$ cat config.mk
export PLATFORM = sky130hd
export DESIGN_NAME = c_fetch_realigner
export DESIGN_NICKNAME = d
export VERILOG_FILES = /design/src/rtl/c_fetch_pkg.sv /design/src/rtl/c_fetch_realigner_fifo.sv /design/src/rtl/c_fetch_realigner.sv
export SDC_FILE = /design/constraint.sdc
export NUM_CORES = 1
export LEC_CHECK = 0
export CAP_MARGIN = 20
export CORE_ASPECT_RATIO = 0.8
export CORE_MARGIN = 1
export CORE_UTILIZATION = 59
export CTS_CLUSTER_DIAMETER = 120
export DETAILED_ROUTE_END_ITERATION = 6
export PLACE_DENSITY = 0.85
export SYNTH_ARGS = -nofsm -noshare
export SYNTH_HDL_FRONTEND = slang
export SYNTH_SLANG_ARGS = --single-unit
$ cat constraint.sdc
create_clock -name clk -period 6.7 [get_ports clk]
set_input_delay 1.005 -clock clk [delete_from_list [all_inputs] [get_ports clk]]
set_output_delay 1.005 -clock clk [all_outputs]
set_load 0.005 [all_outputs]
$ cat src/rtl/c_fetch_pkg.sv
// c_fetch_pkg: shared state type, NOP constant and RVC predicate for the fetch realigner
package c_fetch_pkg;
  typedef enum logic {S_RUN, S_SKIP_LO} state_e;
  localparam logic [31:0] NOP = 32'h0000_0013;
  function automatic logic is_rvc(input logic [15:0] hw);
    return hw[1:0] != 2'b11;
  endfunction
endpackage

$ cat src/rtl/c_fetch_realigner_fifo.sv
// c_hw_fifo: halfword circular buffer with 2-wide write, 2-wide peek and 0/1/2 pop
module c_hw_fifo #(
  parameter int DEPTH_HW = 6,
  parameter int CW = $clog2(DEPTH_HW + 1)
) (
  input  logic          clk,
  input  logic          reset,
  input  logic          clear_i,
  input  logic          push_en_i,
  input  logic          push_two_i,
  input  logic [15:0]   push_lo_i,
  input  logic [15:0]   push_hi_i,
  input  logic [1:0]    pop_cnt_i,
  output logic [15:0]   h0_o,
  output logic [15:0]   h1_o,
  output logic [CW-1:0] count_o
);
  localparam int PW = $clog2(DEPTH_HW);
  localparam logic [PW+1:0] DEPTH_S = (PW+2)'(DEPTH_HW);
  logic [15:0] mem_q [DEPTH_HW];
  logic [PW-1:0] rd_q, rd_d, wr_q, wr_d, wr1, rd1;
  logic [CW-1:0] count_q, count_d;
  // pointers wrap modulo DEPTH_HW, which need not be a power of two
  function automatic logic [PW-1:0] adv(input logic [PW-1:0] p, input logic [1:0] k);
    logic [PW+1:0] s;
    s = {2'b00, p} + {{PW{1'b0}}, k};
    s = s >= DEPTH_S ? s - DEPTH_S : s;
    return s[PW-1:0];
  endfunction
  always_comb begin
    wr1 = adv(wr_q, 2'd1);
    rd1 = adv(rd_q, 2'd1);
    wr_d = clear_i ? '0 : push_en_i ? adv(wr_q, push_two_i ? 2'd2 : 2'd1) : wr_q;
    rd_d = clear_i ? '0 : adv(rd_q, pop_cnt_i);
    count_d = clear_i ? '0 : count_q + (push_en_i ? (push_two_i ? CW'(2) : CW'(1)) : CW'(0)) - CW'(pop_cnt_i);
  end
  always_ff @(posedge clk) begin
    if (push_en_i && !clear_i) begin
      mem_q[wr_q] <= push_lo_i;
      if (push_two_i) mem_q[wr1] <= push_hi_i;
    end
  end
  always_ff @(posedge clk or posedge reset) begin
    if (reset) begin
      rd_q <= '0;
      wr_q <= '0;
      count_q <= '0;
    end else begin
      rd_q <= rd_d;
      wr_q <= wr_d;
      count_q <= count_d;
    end
  end
  assign h0_o = mem_q[rd_q];
  assign h1_o = mem_q[rd1];
  assign count_o = count_q;
endmodule

$ cat src/rtl/c_fetch_realigner.sv
// c_fetch_realigner: turns aligned fetch words into one 16/32-bit instruction per cycle with its PC
module c_fetch_realigner
  import c_fetch_pkg::*;
#(
  parameter int          DEPTH_HW = 6,
  parameter logic [31:0] RESET_PC = 32'h0000_0000,
  parameter logic [31:0] NOP_INST = NOP
) (
  input  logic        clk,
  input  logic        reset,
  input  logic        flush_i,
  input  logic [31:0] flush_pc_i,
  input  logic        fetch_valid_i,
  input  logic [31:0] fetch_word_i,
  output logic        fetch_ready_o,
  output logic        inst_valid_o,
  input  logic        inst_ready_i,
  output logic [31:0] inst_o,
  output logic [31:0] inst_pc_o,
  output logic        inst_compressed_o,
  output logic        straddle_o
);
  localparam int CW = $clog2(DEPTH_HW + 1);
  state_e state_q;
  logic [31:0] pc_q;
  logic [CW-1:0] count;
  logic [15:0] h0, h1;
  logic rvc, skip, push, pop;
  logic [1:0] pop_cnt;
  always_comb begin
    rvc = is_rvc(h0);
    skip = state_q == S_SKIP_LO;
    fetch_ready_o = count <= CW'(DEPTH_HW - 2);
    push = fetch_valid_i && fetch_ready_o && !flush_i;
    inst_valid_o = !flush_i && (count > CW'(1) || (count == CW'(1) && rvc));
    pop = inst_valid_o && inst_ready_i;
    pop_cnt = pop ? (rvc ? 2'd1 : 2'd2) : 2'd0;
    inst_compressed_o = inst_valid_o && rvc;
    inst_o = !inst_valid_o ? NOP_INST : rvc ? {16'h0, h0} : {h1, h0};
    straddle_o = !flush_i && count == CW'(1) && !rvc;
    inst_pc_o = pc_q;
  end
  c_hw_fifo #(.DEPTH_HW(DEPTH_HW)) u_fifo (
    .clk        (clk),
    .reset      (reset),
    .clear_i    (flush_i),
    .push_en_i  (push),
    .push_two_i (!skip),
    .push_lo_i  (skip ? fetch_word_i[31:16] : fetch_word_i[15:0]),
    .push_hi_i  (fetch_word_i[31:16]),
    .pop_cnt_i  (pop_cnt),
    .h0_o       (h0),
    .h1_o       (h1),
    .count_o    (count)
  );
  // a redirect to an odd halfword drops the low half of the first word fetched
  always_ff @(posedge clk or posedge reset) begin
    if (reset) begin
      state_q <= S_RUN;
      pc_q <= RESET_PC;
    end else if (flush_i) begin
      state_q <= flush_pc_i[1] ? S_SKIP_LO : S_RUN;
      pc_q <= {flush_pc_i[31:1], 1'b0};
    end else begin
      if (push) state_q <= S_RUN;
      pc_q <= pc_q + {29'd0, pop_cnt, 1'b0};
    end
  end
endmodule

==> impl_metrics.tcl <==
set metrics [dict create \
    status "finished clean" \
    gp_congestion 0.851 \
    cts_tree "built" \
    fin_util_pct 75.5 \
    worstPathMaxFanout 24 \
    cp_num_buf_inv 3 \
    critPathCaptureType "output pin" \
    dp_hpwl_um 14500 \
    post_cts_buffers 0 \
    die_area_um2 15100 \
    grt_overflow 0 \
    drc 0 \
    ys_types 65 \
    grt_pass1_vias 6577 \
    ys_seq_elements 137 \
    cts_buffers 17 \
    rsz0062_at_grt "false" \
    required_ns 5.69 \
    synth.avg_cell_area_um2 12.2 \
    grt_pass1_wl_um 34800 \
    clock_skew_ns 0.0139 \
    n_antenna_cell 0 \
    max-vdd-ir-drop_uv 218 \
    final_common_cell "clkdlybuf4s50_1" \
    synth_fp_nets 789 \
    insertion_delay_ns 0.44 \
    synth-edff-count 96 \
    path_clk_slew_ns 0.06 \
    cts_resized 0 \
    p_per_area_nw_per_um2 263 \
    synthTopCellsByArea "edfxtp_1 33%, mux2_2 13%, dfrtp_1 12%" \
    first_pass_iters 7 \
    p_leak_nw 3.76 \
    stdcell_count 1021 \
    cpLargestDelayFamily "buffers and inverters" \
    synthArstFlopShare_pct 29.9 \
    clockRootBuffer "clkbuf_16" \
    yosys.area.top_type_share_pct 33.4 \
    max_freq_ghz 0.191 \
    arrival_ns 4.22 \
    design.core.area_um2 14200 \
    critical_path.cell_chain "inv_1 -> ha_1 -> nor2b_1 -> a21oi_1 -> a21oi_2 -> buf_4 -> nor2_1 -> a211oi_1 -> clkdlybuf4s50_1" \
    grt_start_max_net_pins 72 \
    setup_tns_ns 0 \
    io_buffers 134 \
    area_growth_pct 24.8 \
    die_w_um 137 \
    wl_per_cell_um 22.8 \
    multiInputGateArea_um2 4450 \
    ant_nets 0 \
    yosys_warnings 0 \
    wirelength_um 23300 \
    place_inst 988 \
    max_stage_delay_ns 0.93 \
    cts.sinks 137 \
    period_share_pct 78.0 \
    slew_headroom_pct 23.6 \
    slew_viol_final 0 \
    tightestPinTransition_ns 1.15 \
    hold_class "reg -> reg" \
    vias 6717 \
    slowest_stage "dfrtp_1" \
    hold_violations 0 \
    cp-start-kind "flop" \
    synth_flop_cell "edfxtp_1" \
    ioPinCount 137 \
    power_mw 2.83 \
    synth_cells 705 \
    setup_violations 0 \
    syn_area_um2 8620 \
    start_util_pct 60.5 \
    path_class "reg -> out" \
    nNetsFinal 909 \
    fill_cells 883 \
    clock_path_buffers 2 \
    drive_gt1_share_pct 24.5 \
    fp.dieH_um 110 \
    row_count 39 \
    htreeDepth 4 \
    layout_common_cells "133 x clkdlybuf4s50_1, 99 x mux2_2, 96 x edfxtp_1" \
    area.sequential_um2 3910 \
    vias_per_cell 6.58 \
    drtIter0Drc 500 \
    seq_area_frac_synth_pct 45.3 \
    antenna_found_initial 0 \
    cap_violations 0 \
    layout_min_cycle_time_ns 5.22 \
    grt_usage_pct 31.5 \
    yosysTopAreaCell "edfxtp_1" \
    ctsHoldBuffers 0 \
]
==> routing by layer <==
metal  wire length, um  GRT usage, %  share of wire (%)
met5                 0             0                  0
met4               574          14.5                2.5
met3              2110          6.45                9.0
met2             11300          53.2                 49
met1              9250          39.1                 40
==> cells in the mapped netlist, types with 3 or more instances <==
cell       count
a211oi_1      30
a21oi_1       12
a31oi_1        7
a41o_1         3
and2_1         5
and3_1        11
buf_2         17
clkbuf_1      24
dfrtp_1       41
edfxtp_1      96
ha_1          13
inv_1         17
mux2_2        99
mux2i_1       32
mux4_1         3
mux4_2        29
nand2_1       44
nand2b_1       3
nand3_1       10
nand4_1        5
nor2_1        44
nor2b_1        6
nor3_1        10
o2111ai_1      8
o211ai_1       9
o21ai_0       28
o21ai_1       11
o311ai_2       5
o31ai_1        4
or2_2          3
or3_1          6
xnor2_1        9
xor2_1        23
==> worst min-delay path: stages (launching register included) <==
cell and delay (ns):
dfrtp_1 0.37, xor2_1 0.08, o21ai_1 0.11
==> sequential cells by signal (all words and copies together) (netlist names) <==
name / cells
u_fifo.mem_q: 96
inst_pc_o: 31
u_fifo.count_o: 3
u_fifo.rd_q: 3
u_fifo.wr_q: 3
skip: 1
==> logic make-up after synthesis <==
family | count (synthesis) | share of synthesized area (%)
mux | 163 | 25.1
other cells | 1 | 0.0435
fa+ha+maj | 15 | 2.35
simple gates | 162 | 9.23
xor+xnor | 32 | 3.25
buf+inv | 65 | 3.53
flops | 137 | 45.3
compound gates | 130 | 11.1
==> worst paths after layout <==
| check | from | end | slack [ns] | cells past startpoint |
|---|---|---|---|---|
| max | u_fifo.rd_q[1] | inst_o[16] | 1.48 | 9 |
| min | inst_pc_o[12] | inst_pc_o[12] | 0.60 | 2 |
| max reg2reg | u_fifo.rd_q[1] | inst_pc_o[8] | 1.81 | 14 |
| min reg2reg | inst_pc_o[12] | inst_pc_o[12] | 0.60 | 2 |
| max in group asynchronous | reset | u_fifo.rd_q[0] | 5.23 | 3 |
| min in group asynchronous | reset | inst_pc_o[11] | 1.06 | 3 |
==> layout make-up <==
type                       instances  share of cell area (%)
multi-input combinational        503                    41.3
sequential                       137                    36.4
timing repair buffer             148                    13.8
clock buffer                      17                    3.95
tap                              184                    2.14
clock inverter                    14                    1.83
inverter                          18                   0.628
==> power breakdown <==
group,switching [mW],total (mW),internal (mW)
combinational,0.366,0.758,0.392
clock,0.384,1.01,0.623
sequential,0.0751,1.07,0.992
==> stage by stage <==
step                setup WS, ns  hold slack, ns  instance area [um^2]
floorplan                   2.83           0.567                  8620
global placement            1.83           0.570                 10100
detailed placement          1.72           0.584                 10100
CTS                         1.43           0.599                 10700
global route                1.29           0.633                 10800
finish                      1.48           0.600                 10800
(Power assumes the default switching activity.)
==> edit 1 (same settings) <==
`DEPTH_HW` is set to 6 in 2 places; all go to 3.
--- a/src/rtl/c_fetch_realigner_fifo.sv
+++ b/src/rtl/c_fetch_realigner_fifo.sv
@@ -1,6 +1,6 @@
 // c_hw_fifo: halfword circular buffer with 2-wide write, 2-wide peek and 0/1/2 pop
 module c_hw_fifo #(
-  parameter int DEPTH_HW = 6,
+  parameter int DEPTH_HW = 3,
   parameter int CW = $clog2(DEPTH_HW + 1)
 ) (
   input  logic          clk,
--- a/src/rtl/c_fetch_realigner.sv
+++ b/src/rtl/c_fetch_realigner.sv
@@ -2,7 +2,7 @@
 module c_fetch_realigner
   import c_fetch_pkg::*;
 #(
-  parameter int          DEPTH_HW = 6,
+  parameter int          DEPTH_HW = 3,
   parameter logic [31:0] RESET_PC = 32'h0000_0000,
   parameter logic [31:0] NOP_INST = NOP
 ) (
Function: changed (a bounded check fails within 4 cycles, from zero or initial values and one cycle with reset high).
==> edit 1 against the original RTL <==
Final area decreased by 36%; first-iteration DRC count decreased by 52%; hold slack got worse by 4.1 ps; worst setup slack improved by 360 ps; utilization increased by 4.4 points; sequential power decreased by 37%; register-to-register slack improved by 1300 ps; routed wire length decreased by 42%; critical path depth decreased by 3; power decreased by 50%; sequential cell count decreased by 51; fmax increased by 7.4%; synthesized area decreased by 39%; critical endpoint unchanged; largest cell class unchanged; largest power group unchanged.
==> edit 1: results <==
[status]
status = completed

[drt]
wl_um = 13600
wl_met2_um = 7050
drt-met1-wl_um = 5510
first_iter_violations = 239
firstDrtPassIters = 5
dr_total_vias = 4483
wl_met3_um = 787

[yosys]
synth_xor_xnor_area_share_pct = 5.18
synth_adder_area_share_pct = 3.63
synth_edf_count = 48
synth_area_leaders = edfxtp_1, dfrtp_1, mux2_2
ys_types = 44
ys_seq_area_share_pct = 45.7
synth-compound-area-share_pct = 10.2
synth_common_cells = nor2_1, mux2_2, edfxtp_1
synthesis.nets = 603
async_flop_share_pct = 44.2
muxShareOfSynthArea_pct = 17.7

[final_layout]
diodes = 0
largest_register_ffs = 48
num-nets-final = 725
drive_gt1_share_pct = 12.8

[critical_path]
worstPathMaxFanout = 19
reg2reg_to = inst_pc_o[8]
r2r-start = u_fifo.rd_q[0]
r2r_cells = 8
cp_slowest_stage_delay_ps = 1070
reg2reg_slack_ps = 3090

[cts]
clkTransAtPathRegs_ps = 80
cts_buffers = 9
hold_buffers = 0
clk_latency_ps = 360
clock_tree.root_cell = clkbuf_8
htree_levels = 3
cts-resized-gates = 0

[power_and_ir_drop]
max-vdd-ir-drop_mv = 0.136
p_int_mw = 1.00
cellLeakagePower_nw = 2.65

[placed_design]
routabilityCongestion = 0.851
dp_hpwl_um = 9540

[global_route]
grt_pass1_wl_um = 21400
grtUsageTotal_pct = 30.3
grt_start_max_net_pins = 62
first_global_vias = 4437

[sta]
relSlewSlack_pct = 27.4
clock_skew_ps = 7.46
edit 1: through the flow:
step | cells | setup WS [ps] | instance area (um^2) | utilization [%] | hold WS (ps)
2_1_floorplan | 520 | 3680 | 5240 | - | 537
3_3_place_gp | 741 | 2250 | 6630 | 77.5 | 560
3_5_place_dp | 741 | 2240 | 6630 | 77.5 | 580
4_1_cts | 756 | 1850 | 6810 | 79.6 | 599
5_1_grt | 758 | 1500 | 6840 | 79.9 | 627
6_report | 758 | 1840 | 6840 | 79.9 | 596
edit 1: worst min path at each step:
| stage | start | end | slack [ps] | cells past startpoint |
|---|---|---|---|---|
| 3_5_place_dp | inst_pc_o[31] | inst_pc_o[31] | 580 | 2 |
| 3_3_place_gp | inst_pc_o[31] | inst_pc_o[31] | 560 | 2 |
| 4_1_cts | inst_pc_o[31] | inst_pc_o[31] | 600 | 2 |
| 6_report | inst_pc_o[31] | inst_pc_o[31] | 600 | 2 |
| 2_1_floorplan | u_fifo.wr_q[1] | u_fifo.wr_q[1] | 540 | 2 |
| 5_1_grt | inst_pc_o[31] | inst_pc_o[31] | 630 | 2 |
edit 1: power by group through the flow:
| stage | clock network [mW] | registers, mW | logic (mW) |
|---|---|---|---|
| 2_1_floorplan | 0 | 0.669 | 0.234 |
| 3_3_place_gp | 0 | 0.679 | 0.375 |
| 3_5_place_dp | 0 | 0.683 | 0.393 |
| 4_1_cts | 0.351 | 0.672 | 0.396 |
| 5_1_grt | 0.371 | 0.680 | 0.438 |
| 6_report | 0.347 | 0.673 | 0.398 |
edit 1: layer usage:
metal	GRT usage [%]	vias to the layer above
li1	-	2091
met1	37.3	2190
met2	54.3	179
met3	6.17	23
met4	8.97	0
met5	0	-
edit 1: cells by family after synthesis:
family,count (synthesis)
AND/OR/NAND/NOR,168
AO/OA/AOI/OAI,92
multiplexers,86
flip-flops,86
buffers and inverters,42
XOR/XNOR,31
adder cells (fa/ha/maj),14
other,1
edit 1: critical path, delay by kind of cell, from the launching register on:
family / cells / cell delay, ps
compound gates: 1 / 300
simple gates: 3 / 1390
mux: 1 / 200
buf+inv: 1 / 540
flops: 1 / 1070
edit 1: final cells by class:
class / count / area, um^2
clock buffers: 10 / 128
clock inverters: 5 / 51.3
fillers: 550 / 1720
inverters: 11 / 41.3
multi-input cells: 392 / 2680
flip-flops and latches: 86 / 2390
well taps: 112 / 140
repair buffers: 142 / 1410
==> edit 2 (config.mk and constraints unchanged) <==
Made on the original files. Reset style: synchronous (`reset`), changed in 2 clocked blocks.
--- a/src/rtl/c_fetch_realigner_fifo.sv
+++ b/src/rtl/c_fetch_realigner_fifo.sv
@@ -40,7 +40,7 @@
       if (push_two_i) mem_q[wr1] <= push_hi_i;
     end
   end
-  always_ff @(posedge clk or posedge reset) begin
+  always_ff @(posedge clk) begin
     if (reset) begin
       rd_q <= '0;
       wr_q <= '0;
--- a/src/rtl/c_fetch_realigner.sv
+++ b/src/rtl/c_fetch_realigner.sv
@@ -54,7 +54,7 @@
     .count_o    (count)
   );
   // a redirect to an odd halfword drops the low half of the first word fetched
-  always_ff @(posedge clk or posedge reset) begin
+  always_ff @(posedge clk) begin
     if (reset) begin
       state_q <= S_RUN;
       pc_q <= RESET_PC;
Formal check against the unedited RTL: differs if reset is asserted again (counterexample within 4 cycles, from zero or initial values and one cycle with reset high); with reset held inactive, the same outputs for 4 cycles.
==> edit 2 against the original RTL <==
Synthesized area rose by 0.57%; final cell count rose by 4.1%; routed wire length rose by 0.24%; final area fell by 0.23%; sequential cell count did not move; worst setup slack improved by 230 ps; register-to-register slack improved by 470 ps; clock skew fell by 4.9 ps; fmax rose by 4.5%; via count rose by 7.0%; global-route usage rose by 0.50 points; critical path type unchanged; highest routed layer unchanged.
Power is not compared: it rests on default switching activity, and its combinational part moved more than twofold at a synthesized area within 25%.
==> edit 2: results <==
[global_route]
grtUsageTotal_pct = 32.0
grt_pass1_wl_um = 36900
first_global_vias = 7093

[placed_design]
routabilityCongestion = 0.853
dp_hpwl_um = 15200
dpl_cell_area_mm2 = 0.0102

[yosys]
muxShareOfSynthArea_pct = 24.9
synth_xor_xnor_area_share_pct = 0.707
synth-compound-area-share_pct = 13.1
synth_common_cells = edfxtp_1, mux2_2, nor2_1
synthesis.nets = 832
ys_seq_area_share_pct = 42.7
synth_area_leaders = edfxtp_1, mux2_2, dfxtp_1
ys_types = 72
synth_adder_area_share_pct = 2.19
postSynthCellCount = 749
async_flop_share_pct = 0

[final_layout]
num-nets-final = 949
drive_gt1_share_pct = 22.0

[status]
status = completed

[cts]
postCtsSetupBuffers = 0

[critical_path]
worstPathMaxFanout = 40
r2r-start = u_fifo.rd_q[0]
reg2reg_slack_ps = 2280
setup.worst_path.end = inst_o[4]
r2r_cells = 9

[drt]
wl_per_cell_um = 21.9
first_iter_violations = 791

[sta]
relSlewSlack_pct = 33.5
clock_skew_ps = 8.99
[edit 2: routing by layer]
layer	up-vias	global-route usage, %	part of all wire, %
li1	3208	-	-
met1	3517	42.1	39
met3	48	7.35	9.4
met2	414	51.0	49
met5	-	0	0
met4	0	12.2	1.9
[edit 2: layout make-up]
class	count	area, um^2	area share (%)
sequential	137	3710	34.5
clock buffer	22	498	4.64
multi-input combinational	536	4660	43.4
tap	184	230	2.14
clock inverter	10	85.1	0.793
inverter	22	82.6	0.769
timing repair buffer	152	1480	13.8
[edit 2: logic make-up (layout without fill, tap and decap cells)]
kind of cell / count (synthesis) / after routing
simple gates: 214 / 214
mux: 163 / 163
compound gates: 137 / 137
flops: 137 / 137
buf+inv: 76 / 206
fa+ha+maj: 14 / 14
xor+xnor: 7 / 7
other cells: 1 / 1
[edit 2: worst min-delay path by stage]
stage	startpoint	to	slack (ps)	cells past startpoint
after global placement	inst_pc_o[30]	inst_pc_o[31]	500	2
final	inst_pc_o[22]	inst_pc_o[22]	540	2
after detailed placement	inst_pc_o[22]	inst_pc_o[22]	530	2
after global routing	inst_pc_o[30]	inst_pc_o[31]	560	2
after floorplan	inst_pc_o[30]	inst_pc_o[31]	490	2
after CTS	inst_pc_o[22]	inst_pc_o[22]	530	2
[edit 2: critical path, stage by stage (launching register included)]
cell             delay [ps]
dfxtp_4                 780
buf_4                   550
nand3_4                 140
nand3_1                 260
a21o_1                  150
a21o_1                  560
inv_1                   290
o211ai_1                240
clkdlybuf4s50_1         570
[edit 2: stage by stage]
stage,power [mW],setup WS (ps),cells,utilization (%),hold WS [ps]
floorplan,1.15,2490,749,-,491
global placement,1.27,2240,1031,71.0,500
detailed placement,1.29,2100,1031,71.0,527
CTS,2.21,1750,1063,75.1,534
global route,2.28,1500,1063,75.1,555
finish,2.21,1700,1063,75.1,539
[edit 2: power groups by stage]
stage / clock network, mW / registers [mW] / logic [mW]
CTS: 0.931 / 0.977 / 0.300
global route: 0.970 / 0.982 / 0.325
floorplan: 0 / 0.984 / 0.166
detailed placement: 0 / 0.994 / 0.296
finish: 0.928 / 0.979 / 0.302
global placement: 0 / 0.990 / 0.284
